<file path="src/rtl/glyph_scroll_rom.sv">
// ============================================================================
// Module   : glyph_scroll_rom
// Purpose  : Bitmap ROM with a row scanner and a circular horizontal scroller.
// Revision : 1.0 - initial release
// ============================================================================
`default_nettype none

module glyph_scroll_rom #(
    parameter int                         ROWS            = 32,
    parameter int                         ROW_W           = 128,
    parameter int                         WIN_W           = 32,
    parameter int                         FRAMES_PER_STEP = 4,
    parameter logic [ROWS*ROW_W-1:0]      INIT_DATA       = '0,
    localparam int                        IDX_W           = $clog2(ROWS),
    localparam int                        OFF_W           = $clog2(ROW_W)
) (
    input  logic             clk,
    input  logic             rst_n,
    input  logic             start_i,
    input  logic             stop_i,
    input  logic             scroll_en_i,
    input  logic             dir_i,
    input  logic             row_ready_i,
    output logic             row_valid_o,
    output logic [IDX_W-1:0] row_idx_o,
    output logic [WIN_W-1:0] row_data_o,
    output logic [OFF_W-1:0] offset_o,
    output logic             frame_done_o
);

    localparam int               FC_W         = (FRAMES_PER_STEP > 1) ? $clog2(FRAMES_PER_STEP) : 1;
    localparam logic [IDX_W-1:0] c_LAST_ROW   = IDX_W'(ROWS - 1);
    localparam logic [OFF_W-1:0] c_LAST_COL   = OFF_W'(ROW_W - 1);
    localparam logic [FC_W-1:0]  c_LAST_FRAME = FC_W'(FRAMES_PER_STEP - 1);

    typedef enum logic [1:0] {
        IDLE  = 2'd0,
        FETCH = 2'd1,
        SHOW  = 2'd2
    } state_t;

    state_t             state_q,      state_d;
    logic [IDX_W-1:0]   row_idx_q,    row_idx_d;
    logic [WIN_W-1:0]   row_data_q,   row_data_d;
    logic               row_valid_q,  row_valid_d;
    logic [OFF_W-1:0]   offset_q,     offset_d;
    logic [FC_W-1:0]    fc_q,         fc_d;
    logic               stop_q,       stop_d;
    logic               frame_done_q, frame_done_d;

    logic [ROW_W-1:0]   w_rom [ROWS];
    logic [ROW_W-1:0]   w_row;
    logic [2*ROW_W-1:0] w_dbl;
    logic [WIN_W-1:0]   w_win;
    logic               w_stop;

    for (genvar r = 0; r < ROWS; r++) begin : g_rom
        assign w_rom[r] = INIT_DATA[ROWS*ROW_W-1 - r*ROW_W -: ROW_W];
    end

    // Two copies of the row side by side make the circular window a plain slice.
    assign w_row  = w_rom[row_idx_q];
    assign w_dbl  = {w_row, w_row};
    assign w_win  = w_dbl[(2*ROW_W-1) - int'(offset_q) -: WIN_W];
    assign w_stop = stop_q | stop_i;

    always_ff @(posedge clk) begin
        if (!rst_n) begin
            state_q      <= IDLE;
            row_idx_q    <= '0;
            row_data_q   <= '0;
            row_valid_q  <= 1'b0;
            offset_q     <= '0;
            fc_q         <= '0;
            stop_q       <= 1'b0;
            frame_done_q <= 1'b0;
        end else begin
            state_q      <= state_d;
            row_idx_q    <= row_idx_d;
            row_data_q   <= row_data_d;
            row_valid_q  <= row_valid_d;
            offset_q     <= offset_d;
            fc_q         <= fc_d;
            stop_q       <= stop_d;
            frame_done_q <= frame_done_d;
        end
    end

    always_comb begin
        state_d      = state_q;
        row_idx_d    = row_idx_q;
        row_data_d   = row_data_q;
        row_valid_d  = row_valid_q;
        offset_d     = offset_q;
        fc_d         = fc_q;
        stop_d       = stop_q;
        frame_done_d = 1'b0;

        case (state_q)
            IDLE: begin
                row_valid_d = 1'b0;
                if (start_i) begin
                    state_d   = FETCH;
                    row_idx_d = '0;
                    stop_d    = stop_i;
                end
            end
            FETCH: begin
                row_data_d  = w_win;
                row_valid_d = 1'b1;
                stop_d      = w_stop;
                state_d     = SHOW;
            end
            SHOW: begin
                stop_d = w_stop;
                if (row_ready_i) begin
                    row_valid_d = 1'b0;
                    if (row_idx_q != c_LAST_ROW) begin
                        row_idx_d = row_idx_q + 1'b1;
                        state_d   = FETCH;
                    end else begin
                        frame_done_d = 1'b1;
                        row_idx_d    = '0;
                        // Offset only moves here, between frames, so a frame never tears.
                        if (fc_q == c_LAST_FRAME) begin
                            fc_d = '0;
                            if (scroll_en_i) begin
                                if (dir_i) begin
                                    offset_d = (offset_q == '0) ? c_LAST_COL : offset_q - 1'b1;
                                end else begin
                                    offset_d = (offset_q == c_LAST_COL) ? '0 : offset_q + 1'b1;
                                end
                            end
                        end else begin
                            fc_d = fc_q + 1'b1;
                        end
                        if (w_stop) begin
                            state_d = IDLE;
                            stop_d  = 1'b0;
                        end else begin
                            state_d = FETCH;
                        end
                    end
                end
            end
            default: state_d = IDLE;
        endcase
    end

    assign row_valid_o  = row_valid_q;
    assign row_idx_o    = row_idx_q;
    assign row_data_o   = row_data_q;
    assign offset_o     = offset_q;
    assign frame_done_o = frame_done_q;

endmodule

`default_nettype wire

</file>
<file path="config.mk">
export PLATFORM = sky130hd
export DESIGN_NAME = glyph_scroll_rom
export DESIGN_NICKNAME = d
export VERILOG_FILES = /design/src/rtl/glyph_scroll_rom.sv
export SDC_FILE = /design/constraint.sdc
export NUM_CORES = 1
export LEC_CHECK = 0
export CORE_MARGIN = 10
export CORE_UTILIZATION = 30
export DETAILED_ROUTE_END_ITERATION = 8
export MAX_ROUTING_LAYER = met4
export SYNTH_ARGS = -nofsm -noshare
export SYNTH_HDL_FRONTEND = slang
export SYNTH_SLANG_ARGS = --single-unit
</file>
<file path="constraint.sdc">
create_clock -name clk -period 1.8 [get_ports clk]
set_input_delay 0.36 -clock clk [delete_from_list [all_inputs] [get_ports clk]]
set_output_delay 0.36 -clock clk [all_outputs]
set_load 0.03 [all_outputs]
</file>
# Word-level counts from Yosys, hierarchy flattened
# Memory sizes are Yosys's and may differ from the RTL's.
# Index checks and enable logic that the tools add are counted.
[word_totals] n_memories=1 output_inout_bits=46 rom_bits=4096 in_bits=7 reg_bits=51
[classes] reduce_logical=11 n_addsub=5 n_lt_le_gt_ge=1 mux=22 shift=1 n_eq_ne=7 bitwise=3
[mem_list] name="(name not given)" depth=32 width=128 read_ports=1 rd_ports_with_merged_regs=0 write_ports=0 line_no="62" text="assign w_row = w_rom[row_idx_q];"
[op_table] op="indexed part select 287 x 9 -> 32 bit" n=1
[op_table] op="two-way mux 128 bit" n=2
[op_table] op="two-way mux 7 bit" n=3
[op_table] op="two-way mux 5 bit" n=3
[op_table] op="one-hot mux 5 bit (2 select lines)" n=1
[op_table] op="AND reduction 3 bit" n=3
[op_table] op="subtractor 8 x 7 -> 9 bit (first input constant)" n=1
[op_table] op="adder 7 x 1 -> 7 bit (second input constant)" n=1
[op_table] op="== test 7 bit (second input constant)" n=1
[op_table] op="logical NOT 7 bit" n=1
[op_table] op="two-way mux 1 bit" n=7
[op_table] op="subtractor 7 x 1 -> 7 bit (second input constant)" n=1
[op_table] op="greater-or-equal comparator 6 bit (second input constant)" n=1
[op_table] op="two-way mux 2 bit" n=3
[op_table] op="inverter 5 -> 6 bit" n=1
[op_table] op="one-hot mux 1 bit (3 select lines)" n=2
[op_table] op="one-hot mux 2 bit (3 select lines)" n=1
[op_table] op="AND reduction 2 bit" n=3
[op_table] op="adder 5 x 1 -> 5 bit (second input constant)" n=1
[op_table] op="inequality test 5 bit (second input constant)" n=1
[op_table] op="AND reduction 5 bit" n=1
[op_table] op="== test 2 bit (second input constant)" n=2
[op_table] op="inequality test 2 bit (second input constant)" n=2
[op_table] op="nonzero test 3 bit" n=1
[op_table] op="other kinds (6)" n=6

# Logic depth before layout (Yosys ltp)
[depth] depth_word=5 ltp_mapped=10 depth_no_buf=8

# Worst setup path before layout
# No wires, ideal clock.
[synth_timing] kind="reg-to-reg" start="reg row_idx_q[0], in the netlist row_idx_o[0]" end="reg offset_q[6], in the netlist offset_o[6]" stages_incl_launch_ff=11 t_arrival_ns=2.003 required_ns=1.685 slack_ns=-0.318 cell_sequence="dfxtp_1 -> ha_1 -> and3_1 -> ha_1 -> and3_1 -> buf_2 -> and3_1 -> buf_2 -> o21ai_1 -> xnor2_1 -> and2_1"
[synth_via] elab_chain_cells=3
[synth_rtl] element="from (decl)" line_no="43" text="logic [IDX_W-1:0] row_idx_q, row_idx_d;"
[synth_rtl] element="from (signal assigned)" line_no="79" text="row_idx_q <= row_idx_d;"
[synth_rtl] element="inequality test 5 bit" line_no="118" text="if (row_idx_q != c_LAST_ROW) begin"
[synth_rtl] element="inverter 1 bit (no line)"
[synth_rtl] element="AND reduction 5 bit (no line)"
[synth_rtl] element="to (signal assigned)" line_no="82" text="offset_q <= offset_d;"
[synth_rtl] element="to (decl)" line_no="46" text="logic [OFF_W-1:0] offset_q, offset_d;"
# No other way between the ends.
# A chain may end at the register's enable or synchronous reset.

# Worst setup path in the final report
[layout_timing] start="reg row_idx_q[1], in the netlist row_idx_o[1]" end="reg row_idx_q[3], in the netlist row_idx_o[3]"
[layout_via] elab_chain_cells=4
[layout_rtl] element="adder 5 x 1 -> 5 bit / inequality test 5 bit (equally long branches)" line_no="119, 118"
[layout_rtl] element="two-way mux 5 bit *" line_no="118"
[layout_rtl] element="two-way mux 5 bit *" line_no="116" text="if (row_ready_i) begin"
[layout_rtl] element="one-hot mux 5 bit (2 select lines) *" line_no="99" text="case (state_q)"
# Every way passes the cells marked *; elsewhere a longest branch is shown, timed or not. The select of a mux whose other input is x is not followed.

==> reports/results.ini <==
[hold_path]
holdCritStartpoint=stop_q$_SDFFE_PN0P_
hold_path_class=reg2reg

[drt]
drt_drc_violations_left=0
detailroute.via_count=1169
routed_wirelength_um=3090
count_of_nets_left_with_antenna_violations_after_detail_routing=0
route.detailed.vias_per_inst=4.48
wl_per_cell_um=11.8
drtPass1Iterations=4
drt_iter0_drc=65

[synth]
synth_top_area_share_pct=27.0
postSynthCellCount=172
synth-seq-area-share_pct=27.0
synth-seq-cells=19
synth.distinct_cells=40
library_cell_with_the_largest_summed_area_after_synthesis=dfxtp_1
warning_count_from_the_yosys_run=0
netlist_top_cells_area=dfxtp_1 27%, buf_4 17%, ha_1 8.0%
post_synth_instance_area_sq_mm=0.00141
postSynthAreaPerCell_sq_um=8.19

[placed_design]
hpwl_um=2480
globalplace.congestion=0.815
dp.cells=253
io_buffers=20
postPlaceCellArea_sq_mm=0.00170

[timing]
timing.final.crit_share_pct=104
finalMaxSlewViolations=0
finalWorstSetupSlack_ns=-0.0767
final_hold_viol_count=0
fin_crit_ns=1.88
timing.setup.tns_ns=-0.124
grt_setup_unrepaired=yes
skew_ns=0.00326
setup-violations-final=2
whs_ns=0.472
fmax_mhz=533

[die]
floorplan_row_count=24
io_pins=53
fp.dieH_um=88.5
coreArea_sq_mm=0.00444
die_area_sq_mm=0.00784
initial_utilization_pct=31.7
horiz_die_dim_um=88.5

[final_layout]
design_area_sq_mm=0.00179
num_antenna_cells=0
finalNetCount=226
syn_to_final_growth_pct=27.1
final_common_cell=conb_1
layout.cells.non_filler=261
layout_common_cells=32 x conb_1, 20 x buf_4, 15 x dfxtp_1, 13 x clkdlybuf4s50_1, 10 x o21ai_0
drive_gt1_share_pct=18.2

[global_routing]
grt_max_degree=20
grtUsageTotal_pct=7.94
grt_first_pass_wirelength_um=5000
grt_pass1_vias=1120
globalRouteOverflowTotal=0
antenna_found_initial=0

[power_and_ir_drop]
cellPowerDensity_mw_per_mm2=638
vdd_ir_drop_max_mv=0.328
totalPowerFinal_w=0.00114
power_leakage_nw=0.844

[clock_network]
cts-root-to-sink-buffers=2
cts_tree=built
clock_insertion_delay_worst_skew_ns=0.25
cts_hold_buf=0
cts.htree.levels=1
worst_setup_hold_path_clk_slew_ns=0.07
cts_made_buffers=3
clk_root_buffer_cell=clkbuf_8
numClockSinks=19

[status]
failing_checks=negative setup slack
status=finished with violations

[critical_path]
crit_path_end_kind=flop
timing.critical_path.from_type=flop
timing.critical_path.fanout_max=4
r2r_path_start=row_idx_o[1]$_SDFFE_PN0P_
critical_path_required_ns=1.99
worst_setup_sp=row_idx_o[1]$_SDFFE_PN0P_
timing_worst_setup_path_type=reg2reg
cp_data_arrival_time_ns=2.06

[job]
maxCapViolations=0

## worst paths after layout
check                         endpoint  cells past startpoint  slack, ns
max          row_idx_o[3]$_SDFFE_PN0P_                      7      -0.08
min                stop_q$_SDFFE_PN0P_                      2       0.47
max reg2reg  row_idx_o[3]$_SDFFE_PN0P_                      7      -0.08
min reg2reg        stop_q$_SDFFE_PN0P_                      2       0.47
## synth_stat cells (all sizes together)
cell type and n:
nand4b 2, buf 34, nor2b 9, or3 3, nand3 6, and3 3
nor2 11, nand2b 2, a32oi 2, xnor2 3, and4b 1, a41oi 1
dfxtp 19, o32ai 1, and2 5, nor3 2, nand2 9, mux2i 4
a21oi 3, o21ai 14, or3b 1, a21boi 8, ha 9, nor3b 3
o311ai 1, o21bai 1, conb 1, a31oi 1, clkbuf 4, xor2 1
inv 5, o211a 1, nand4 1, o21a 1
## per-stage QoR
stage	setup slack [ns]	util, %
2_1_floorplan	-0.0499	-
3_5_place_dp	-0.0640	38.3
5_1_grt	-0.149	40.3
3_3_place_gp	-0.0476	38.3
4_1_cts	-0.0594	39.3
6_report	-0.0767	40.3
## kinds of logic (layout without fill, tap and decap cells)
kind of cell               Yosys count  after routing  share of synthesized area [%]
muxes                                4              4                           2.84
DFF                                 19             19                           27.0
buffers and inverters               43             49                           20.2
xor gates and xnor gates             4              4                           2.49
other                                1             32                          0.266
adders and majority gates            9              9                           7.99
and+or+nand+nor                     58             58                           23.6
AOI/OAI and AO/OA                   34             34                           15.6
## registers in the layout, indices dropped and copies added (netlist names)
register,cells
fc_q,2
frame_done_o,1
offset_o,7
row_idx_o,5
row_valid_o,1
state_q,2
stop_q,1
## routing by layer
layer / up-vias / global-route usage, % / wire length (um)
li1: 600 / - / -
met1: 533 / 9.73 / 1490
met2: 32 / 12.9 / 1380
met3: 4 / 1.01 / 170
met4: 0 / 3.08 / 51
met5: - / - / 0
## repair_timing
item | CTS | global route
buffers inserted | 0 | 4
setup endpoints to repair | 4 | 11
resized for setup | 3 | 6
pin swaps | 0 | 3
## critical path: stages (launching register included)
cell	delay [ns]
dfxtp_4	0.35
ha_4	0.15
and3_4	0.18
ha_4	0.16
nand2b_4	0.14
or3_4	0.33
or3_1	0.36
a21boi_1	0.14
## power breakdown
group	switching, W	total, W	internal, W	leakage (nW)
logic	0.000236	0.000387	0.000151	0.662
clock network	0.000143	0.000297	0.000154	0.0255
registers	0.0000165	0.000458	0.000442	0.156
total	0.000396	0.00114	0.000746	0.844
## cell type report
class                           instances  area (sq um)
Fill cell                             461          2650
Clock inverter                          1          5.00
Multi-Input combinational cell        141           910
Tap cell                               52          65.1
Inverter                                5          18.8
Sequential cell                        19           390
Timing Repair Buffer                   40           360
Clock buffer                            3          41.3
Power figures use the tool's default switching activity.
